[src/rtl/p_mac_accumulator_pkg.sv]
// Shared types and arithmetic for the MAC accumulator downstream of the pipelined multiplier.
package p_mac_accumulator_pkg;

  typedef enum logic {
    IDLE = 1'b0,
    ACC  = 1'b1
  } mac_state_e;

  // Widest accumulator the saturating adder supports.
  localparam int SAT_W = 64;

  // Saturating add at acc_width bits. Bits [acc_width-1:0] hold the sum, clamped to all-ones
  // on overflow, and bit acc_width holds the overflow flag, so callers keep the low acc_width+1 bits.
  function automatic logic [SAT_W:0] sat_add(input logic [SAT_W-1:0] a,
                                             input logic [SAT_W-1:0] b,
                                             input int unsigned      acc_width);
    logic [SAT_W:0] one;
    logic [SAT_W:0] s;
    logic [SAT_W:0] lim;
    one = {{SAT_W{1'b0}}, 1'b1};
    s   = {1'b0, a} + {1'b0, b};
    lim = (one << acc_width) - one;
    if (s > lim) sat_add = (one << acc_width) | lim;
    else         sat_add = s;
  endfunction

endpackage

[src/rtl/p_mac_accumulator_if.sv]
// Product-stream input and vector-result output of the MAC accumulator.
interface p_mac_accumulator_if #(
  parameter int WIDTH     = 8,
  parameter int ACC_WIDTH = 2 * WIDTH + 8,
  parameter int CNT_WIDTH = 16
);
  // in_valid/in_last qualify the operand pair entering the multiplier this cycle; in_last is
  // meaningful only with in_valid. out_valid pulses for one cycle per vector, with no ready.
  logic                   in_valid;
  logic                   in_last;
  logic [2*WIDTH-1:0]     prod;
  logic [ACC_WIDTH-1:0]   acc_out;
  logic                   out_valid;
  logic [CNT_WIDTH-1:0]   out_count;
  logic                   out_ovf;

  modport master (
    output in_valid, in_last, prod,
    input  acc_out, out_valid, out_count, out_ovf
  );

  modport slave (
    input  in_valid, in_last, prod,
    output acc_out, out_valid, out_count, out_ovf
  );

endinterface

[src/rtl/p_mac_accumulator_tag_delay.sv]
// Shift register carrying operand tags alongside the multiplier pipeline, with synchronous clear.
module p_mac_accumulator_tag_delay #(
  parameter int DEPTH = 5,
  parameter int W     = 2
) (
  input  logic         clk,
  input  logic         clear_i,
  input  logic [W-1:0] d_i,
  output logic [W-1:0] q_o
);

  logic [W-1:0] sr_q [DEPTH];

  always_ff @(posedge clk) begin
    if (clear_i) begin
      for (int i = 0; i < DEPTH; i++) sr_q[i] <= '0;
    end else begin
      sr_q[0] <= d_i;
      for (int i = 1; i < DEPTH; i++) sr_q[i] <= sr_q[i-1];
    end
  end

  assign q_o = sr_q[DEPTH-1];

endmodule

[src/rtl/p_mac_accumulator.sv]
// Sums tagged multiplier products into per-vector saturating dot products, one result per vector.
module p_mac_accumulator
  import p_mac_accumulator_pkg::*;
#(
  parameter int WIDTH      = 8,
  parameter int MULT_DELAY = 5,
  parameter int ACC_WIDTH  = 2 * WIDTH + 8,
  parameter int CNT_WIDTH  = 16
) (
  input  logic                 clk,
  input  logic                 reset,
  p_mac_accumulator_if.slave   mac_io,
  output mac_state_e           state_o
);

  logic [1:0]           tag_d;
  logic                 d_valid;
  logic                 d_last;

  mac_state_e           state_q;
  logic [ACC_WIDTH-1:0] acc_q;
  logic [CNT_WIDTH-1:0] cnt_q;
  logic                 ovf_q;

  logic [ACC_WIDTH-1:0] acc_out_q;
  logic                 out_valid_q;
  logic [CNT_WIDTH-1:0] out_count_q;
  logic                 out_ovf_q;

  logic [ACC_WIDTH-1:0] base_acc;
  logic [CNT_WIDTH-1:0] base_cnt;
  logic                 base_ovf;
  logic [ACC_WIDTH-1:0] acc_d;
  logic [CNT_WIDTH-1:0] cnt_d;
  logic                 ovf_d;
  logic                 add_ovf;

  p_mac_accumulator_tag_delay #(
    .DEPTH (MULT_DELAY),
    .W     (2)
  ) u_tag_delay (
    .clk     (clk),
    .clear_i (reset),
    .d_i     ({mac_io.in_valid, mac_io.in_last}),
    .q_o     (tag_d)
  );

  assign d_valid = tag_d[1];
  assign d_last  = tag_d[0];

  // A vector always starts from zero in IDLE, so a new vector never inherits the old sum.
  always_comb begin
    base_acc = '0;
    base_cnt = '0;
    base_ovf = 1'b0;
    if (state_q == ACC) begin
      base_acc = acc_q;
      base_cnt = cnt_q;
      base_ovf = ovf_q;
    end
    {add_ovf, acc_d} = (ACC_WIDTH + 1)'(sat_add(SAT_W'(base_acc), SAT_W'(mac_io.prod), ACC_WIDTH));
    ovf_d = base_ovf | add_ovf;
    cnt_d = (&base_cnt) ? base_cnt : base_cnt + CNT_WIDTH'(1);
  end

  always_ff @(posedge clk) begin
    if (reset) begin
      state_q     <= IDLE;
      acc_q       <= '0;
      cnt_q       <= '0;
      ovf_q       <= 1'b0;
      acc_out_q   <= '0;
      out_valid_q <= 1'b0;
      out_count_q <= '0;
      out_ovf_q   <= 1'b0;
    end else begin
      out_valid_q <= 1'b0;
      if (d_valid) begin
        if (d_last) begin
          acc_out_q   <= acc_d;
          out_count_q <= cnt_d;
          out_ovf_q   <= ovf_d;
          out_valid_q <= 1'b1;
          state_q     <= IDLE;
        end else begin
          acc_q   <= acc_d;
          cnt_q   <= cnt_d;
          ovf_q   <= ovf_d;
          state_q <= ACC;
        end
      end
    end
  end

  assign mac_io.acc_out   = acc_out_q;
  assign mac_io.out_valid = out_valid_q;
  assign mac_io.out_count = out_count_q;
  assign mac_io.out_ovf   = out_ovf_q;
  assign state_o          = state_q;

endmodule

[src/flat_wrapper.sv]
// flat-port wrapper written by rule: the top's interface ports become plain ports
module p_mac_accumulator_flat import p_mac_accumulator_pkg::*;
#(
  parameter int WIDTH      = 8,
  parameter int MULT_DELAY = 5,
  parameter int ACC_WIDTH  = 2 * WIDTH + 8,
  parameter int CNT_WIDTH  = 16
)
  (clk, reset, state_o, mac_io_in_valid, mac_io_in_last, mac_io_prod, mac_io_acc_out, mac_io_out_valid, mac_io_out_count, mac_io_out_ovf);
  p_mac_accumulator_if #(.WIDTH(WIDTH), .ACC_WIDTH(ACC_WIDTH), .CNT_WIDTH(CNT_WIDTH)) mac_io_i ();
  input  logic clk;
  input  logic reset;
  output mac_state_e state_o;
  input wire logic [$bits(mac_io_i.in_valid)-1:0] mac_io_in_valid;
  input wire logic [$bits(mac_io_i.in_last)-1:0] mac_io_in_last;
  input wire logic [$bits(mac_io_i.prod)-1:0] mac_io_prod;
  output wire logic [$bits(mac_io_i.acc_out)-1:0] mac_io_acc_out;
  output wire logic [$bits(mac_io_i.out_valid)-1:0] mac_io_out_valid;
  output wire logic [$bits(mac_io_i.out_count)-1:0] mac_io_out_count;
  output wire logic [$bits(mac_io_i.out_ovf)-1:0] mac_io_out_ovf;
  assign mac_io_i.in_valid = mac_io_in_valid;
  assign mac_io_i.in_last = mac_io_in_last;
  assign mac_io_i.prod = mac_io_prod;
  assign mac_io_acc_out = mac_io_i.acc_out;
  assign mac_io_out_valid = mac_io_i.out_valid;
  assign mac_io_out_count = mac_io_i.out_count;
  assign mac_io_out_ovf = mac_io_i.out_ovf;
  p_mac_accumulator #(.WIDTH(WIDTH), .MULT_DELAY(MULT_DELAY), .ACC_WIDTH(ACC_WIDTH), .CNT_WIDTH(CNT_WIDTH)) u_core (.clk(clk), .reset(reset), .mac_io(mac_io_i), .state_o(state_o));
endmodule
[config.mk]
export PLATFORM = sky130hd
export DESIGN_NAME = p_mac_accumulator_flat
export DESIGN_NICKNAME = d
export VERILOG_FILES = /design/src/rtl/p_mac_accumulator_pkg.sv /design/src/rtl/p_mac_accumulator_if.sv /design/src/rtl/p_mac_accumulator_tag_delay.sv /design/src/rtl/p_mac_accumulator.sv /design/src/flat_wrapper.sv
export SDC_FILE = /design/constraint.sdc
export NUM_CORES = 1
export LEC_CHECK = 0
export BUFFER_PORTS_ARGS = -buffer_cell sky130_fd_sc_hd__buf_4
export CAP_MARGIN = 20
export CORE_MARGIN = 5
export CORE_UTILIZATION = 58
export DETAILED_ROUTE_END_ITERATION = 8
export MAX_ROUTING_LAYER = met4
export PLACE_DENSITY = 0.8
export SLEW_MARGIN = 25
export SYNTH_ARGS = -nofsm -noshare
export SYNTH_HDL_FRONTEND = slang
export SYNTH_SLANG_ARGS = --single-unit
export TNS_END_PERCENT = 100
[constraint.sdc]
create_clock -name clk -period 5.04 [get_ports clk]
set_clock_uncertainty 0.15 [all_clocks]
set_input_delay 0.252 -clock clk [delete_from_list [all_inputs] [get_ports clk]]
set_output_delay 0.252 -clock clk [all_outputs]
set_load 0.005 [all_outputs]
==> results.json <==
{
  "synth_seq_cells": 94,
  "grt_pass1_wl_um": 19000,
  "finalSetupTns_ns": 0,
  "diodes": 0,
  "cp_slowest_stage_delay_ns": 0.50,
  "leakagePower_nw": 2.12,
  "synth-main-ff-cell": "dfxtp_1",
  "slowest_stage": "and3b_2",
  "fmax_mhz": 300,
  "hp-class": "input port to register",
  "antenna_found_initial": 0,
  "grt_overflow": 0,
  "synth_most_common_cell": "dfxtp_1",
  "port_buffers": 62,
  "vdd_drop_max_mv": 0.155,
  "worstPathCellList": "and2_1, ha_1, inv_1, fa_1, nand2b_1, a21o_1, a31oi_2, a21bo_2, and3b_2, nor2_1, a211oi_1",
  "syn_area_um2": 4830,
  "period_minus_slack_ns": 3.33,
  "critPathKind": "register to register",
  "drt_iter0_drc": 307,
  "vias": 4280,
  "h-tree-depth": 3,
  "ys_seq_area_share_pct": 39.0,
  "avgSynthCellArea_um2": 8.25,
  "track_usage_pct": 23.6,
  "die-area_um2": 10200,
  "cts-buffers-inserted": 9,
  "multiInputGateArea_um2": 2780,
  "drc": 0,
  "yosys.area.top_type": "dfxtp_1",
  "yosys_warnings": 0,
  "crit_required_ns": 5.16,
  "hold_viol_final": 0,
  "critical_path.max_fanout": 22,
  "postCtsSetupRepairBufs": 0,
  "insertion_delay_ns": 0.36,
  "postSynthCellCount": 585,
  "start_util_pct": 59.0,
  "ant_nets": 0,
  "cap_viol_max_count": 0,
  "chipWidth_um": 101,
  "finalInstanceArea_um2": 5530,
  "synthTopCellsByArea": "dfxtp_1, nand2_1, o21ai_0, nor2_1, ha_1",
  "cts_tree": "built",
  "startpoint_type": "register",
  "finish.net_count": 668,
  "routed_wl_um": 11500,
  "cp_top_family": "simple AND/OR/NAND/NOR gates",
  "io_pins": 63,
  "grt_pass1_vias": 4071,
  "power_density_nw_per_um2": 233,
  "slew_headroom_pct": 54.4,
  "grt_max_degree": 58,
  "hold_slack_ns": 0.182,
  "synthesis.nets": 623,
  "cp-end-kind": "register",
  "rsz0062_at_grt": "no",
  "crit_arrival_ns": 3.45,
  "clock_sinks": 94,
  "setup_viol": 0,
  "tightest_slew_ns": 0.685,
  "period_share_pct": 66.1,
  "synth_commonest_cells": "dfxtp_1, nand2_1, nor2_1",
  "postSynth.asyncResetShare_pct": 0,
  "critPathBufInv": 1,
  "core_um2": 8180,
  "final-max-slew-violation-count": 0,
  "syn_to_final_growth_pct": 14.5,
  "synth_top_area_share_pct": 39.0,
  "post_route_cells_drive_above_1_share_pct": 17.5,
  "cts_root_buffer": "clkbuf_8",
  "synth_edf_count": 0,
  "clk_pin_slew_ns": 0.09,
  "register_area_um2": 1880,
  "via_per_inst": 5.79,
  "wl_per_cell_um": 15.5,
  "drt_pass1_iterations": 5,
  "dieHeight_um": 101,
  "rows": 33,
  "fill_cells": 678,
  "dpl.hpwl_um": 7960,
  "cts_buffer_depth": 2,
  "placed_cell_area_um2": 5330,
  "gp_congestion": 0.941,
  "status": "finished, final reports clean",
  "synth_cell_types": 61
}
worst register-to-register path, stage by stage, from the launching register on:
cell and delay, ns:
dfxtp_2 0.48, and2_1 0.19, ha_1 0.19, inv_1 0.06, fa_1 0.37, nand2b_1 0.20, a21o_1 0.20, a31oi_2 0.26
a21bo_2 0.23, and3b_2 0.50, nor2_1 0.16, a211oi_1 0.27
state kept, by name, indices dropped and copies added (netlist names):
| register | cells |
|---|---|
| u_core.acc_q | 24 |
| u_core.mac_io.out_count | 16 |
| u_core.u_tag_delay.sr_q | 10 |
| u_core.state_o | 1 |
| u_core.mac_io.out_valid | 1 |
| u_core.mac_io.acc_out | 24 |
| u_core.mac_io.out_ovf | 1 |
| u_core.cnt_q | 16 |
| u_core.ovf_q | 1 |
power breakdown:
part / internal (mW) / leakage, nW / switching [mW]
clock network: 0.206 / 0.0918 / 0.266
logic: 0.0276 / 1.27 / 0.0423
registers: 0.746 / 0.759 / 0.00231
total: 0.980 / 2.12 / 0.311
cell type report:
type	instances	area share, %
Inverter	10	0.679
Multi-Input combinational cell	447	50.3
Clock inverter	4	0.543
Clock buffer	11	2.74
Timing Repair Buffer	68	9.33
Tap cell	105	2.38
Sequential cell	94	34.1
layout by cell type, fill, tap and decap left out, drive strengths merged, types with 3 or more instances in the layout:
master	n
a31oi	3
a21o	3
nor2	60
nor3	7
xor2	13
a32o	6
nand4	5
mux2i	6
clkbuf	11
and2	19
dfxtp	94
and3	4
nor2b	13
a21oi	39
nand3	21
a211oi	24
nand2	84
o211ai	4
nand2b	6
buf	66
ha	17
o21ai	51
a22o	5
inv	11
a21boi	3
o21a	3
a22oi	5
xnor2	16
layer usage:
metal | up-vias | wire length [µm] | GRT usage [%] | share of wire [%]
met5 | - | 0 | - | 0
met4 | 0 | 204 | 7.77 | 1.8
met3 | 18 | 651 | 3.24 | 5.7
met2 | 125 | 5360 | 37.4 | 47
met1 | 1992 | 5250 | 31.0 | 46
li1 | 2145 | - | - | -
final timing paths:
| kind | start | to | slack (ns) | cells past startpoint |
|---|---|---|---|---|
| setup / recovery | u_core.state_o | u_core.acc_q[19] | 1.71 | 11 |
| hold / removal | mac_io_prod[0] | u_core.mac_io.acc_out[0] | 0.18 | 4 |
| setup reg to reg | u_core.state_o | u_core.acc_q[19] | 1.71 | 11 |
| hold reg to reg | u_core.u_tag_delay.sr_q[0][0] | u_core.u_tag_delay.sr_q[0][2] | 0.29 | 1 |
per-stage QoR:
| stage | total power, mW | std cells | setup WS, ns | utilization (%) |
|---|---|---|---|---|
| 4_1_cts | 1.30 | 739 | 1.70 | 67.6 |
| 6_report | 1.29 | 739 | 1.71 | 67.6 |
| 5_1_grt | 1.33 | 739 | 1.49 | 67.6 |
| 2_1_floorplan | 0.811 | 585 | 1.44 | - |
| 3_3_place_gp | 0.833 | 722 | 1.87 | 65.2 |
| 3_5_place_dp | 0.835 | 722 | 1.71 | 65.2 |
timing repair:
action / in CTS / in global routing
hold buffers: 2 / 0
gates resized for setup: 0 / 0
hold endpoints to repair: 2 / 0
cell families after synthesis:
family	count (synthesis)	share of synthesized area, %
muxes	8	1.71
adders and majority gates	18	4.82
DFF	94	39.0
AOI/OAI and AO/OA	158	22.3
and+or+nand+nor	234	23.1
xor gates and xnor gates	29	5.26
buffers and inverters	44	3.84
Power figures use the tool's default switching activity.
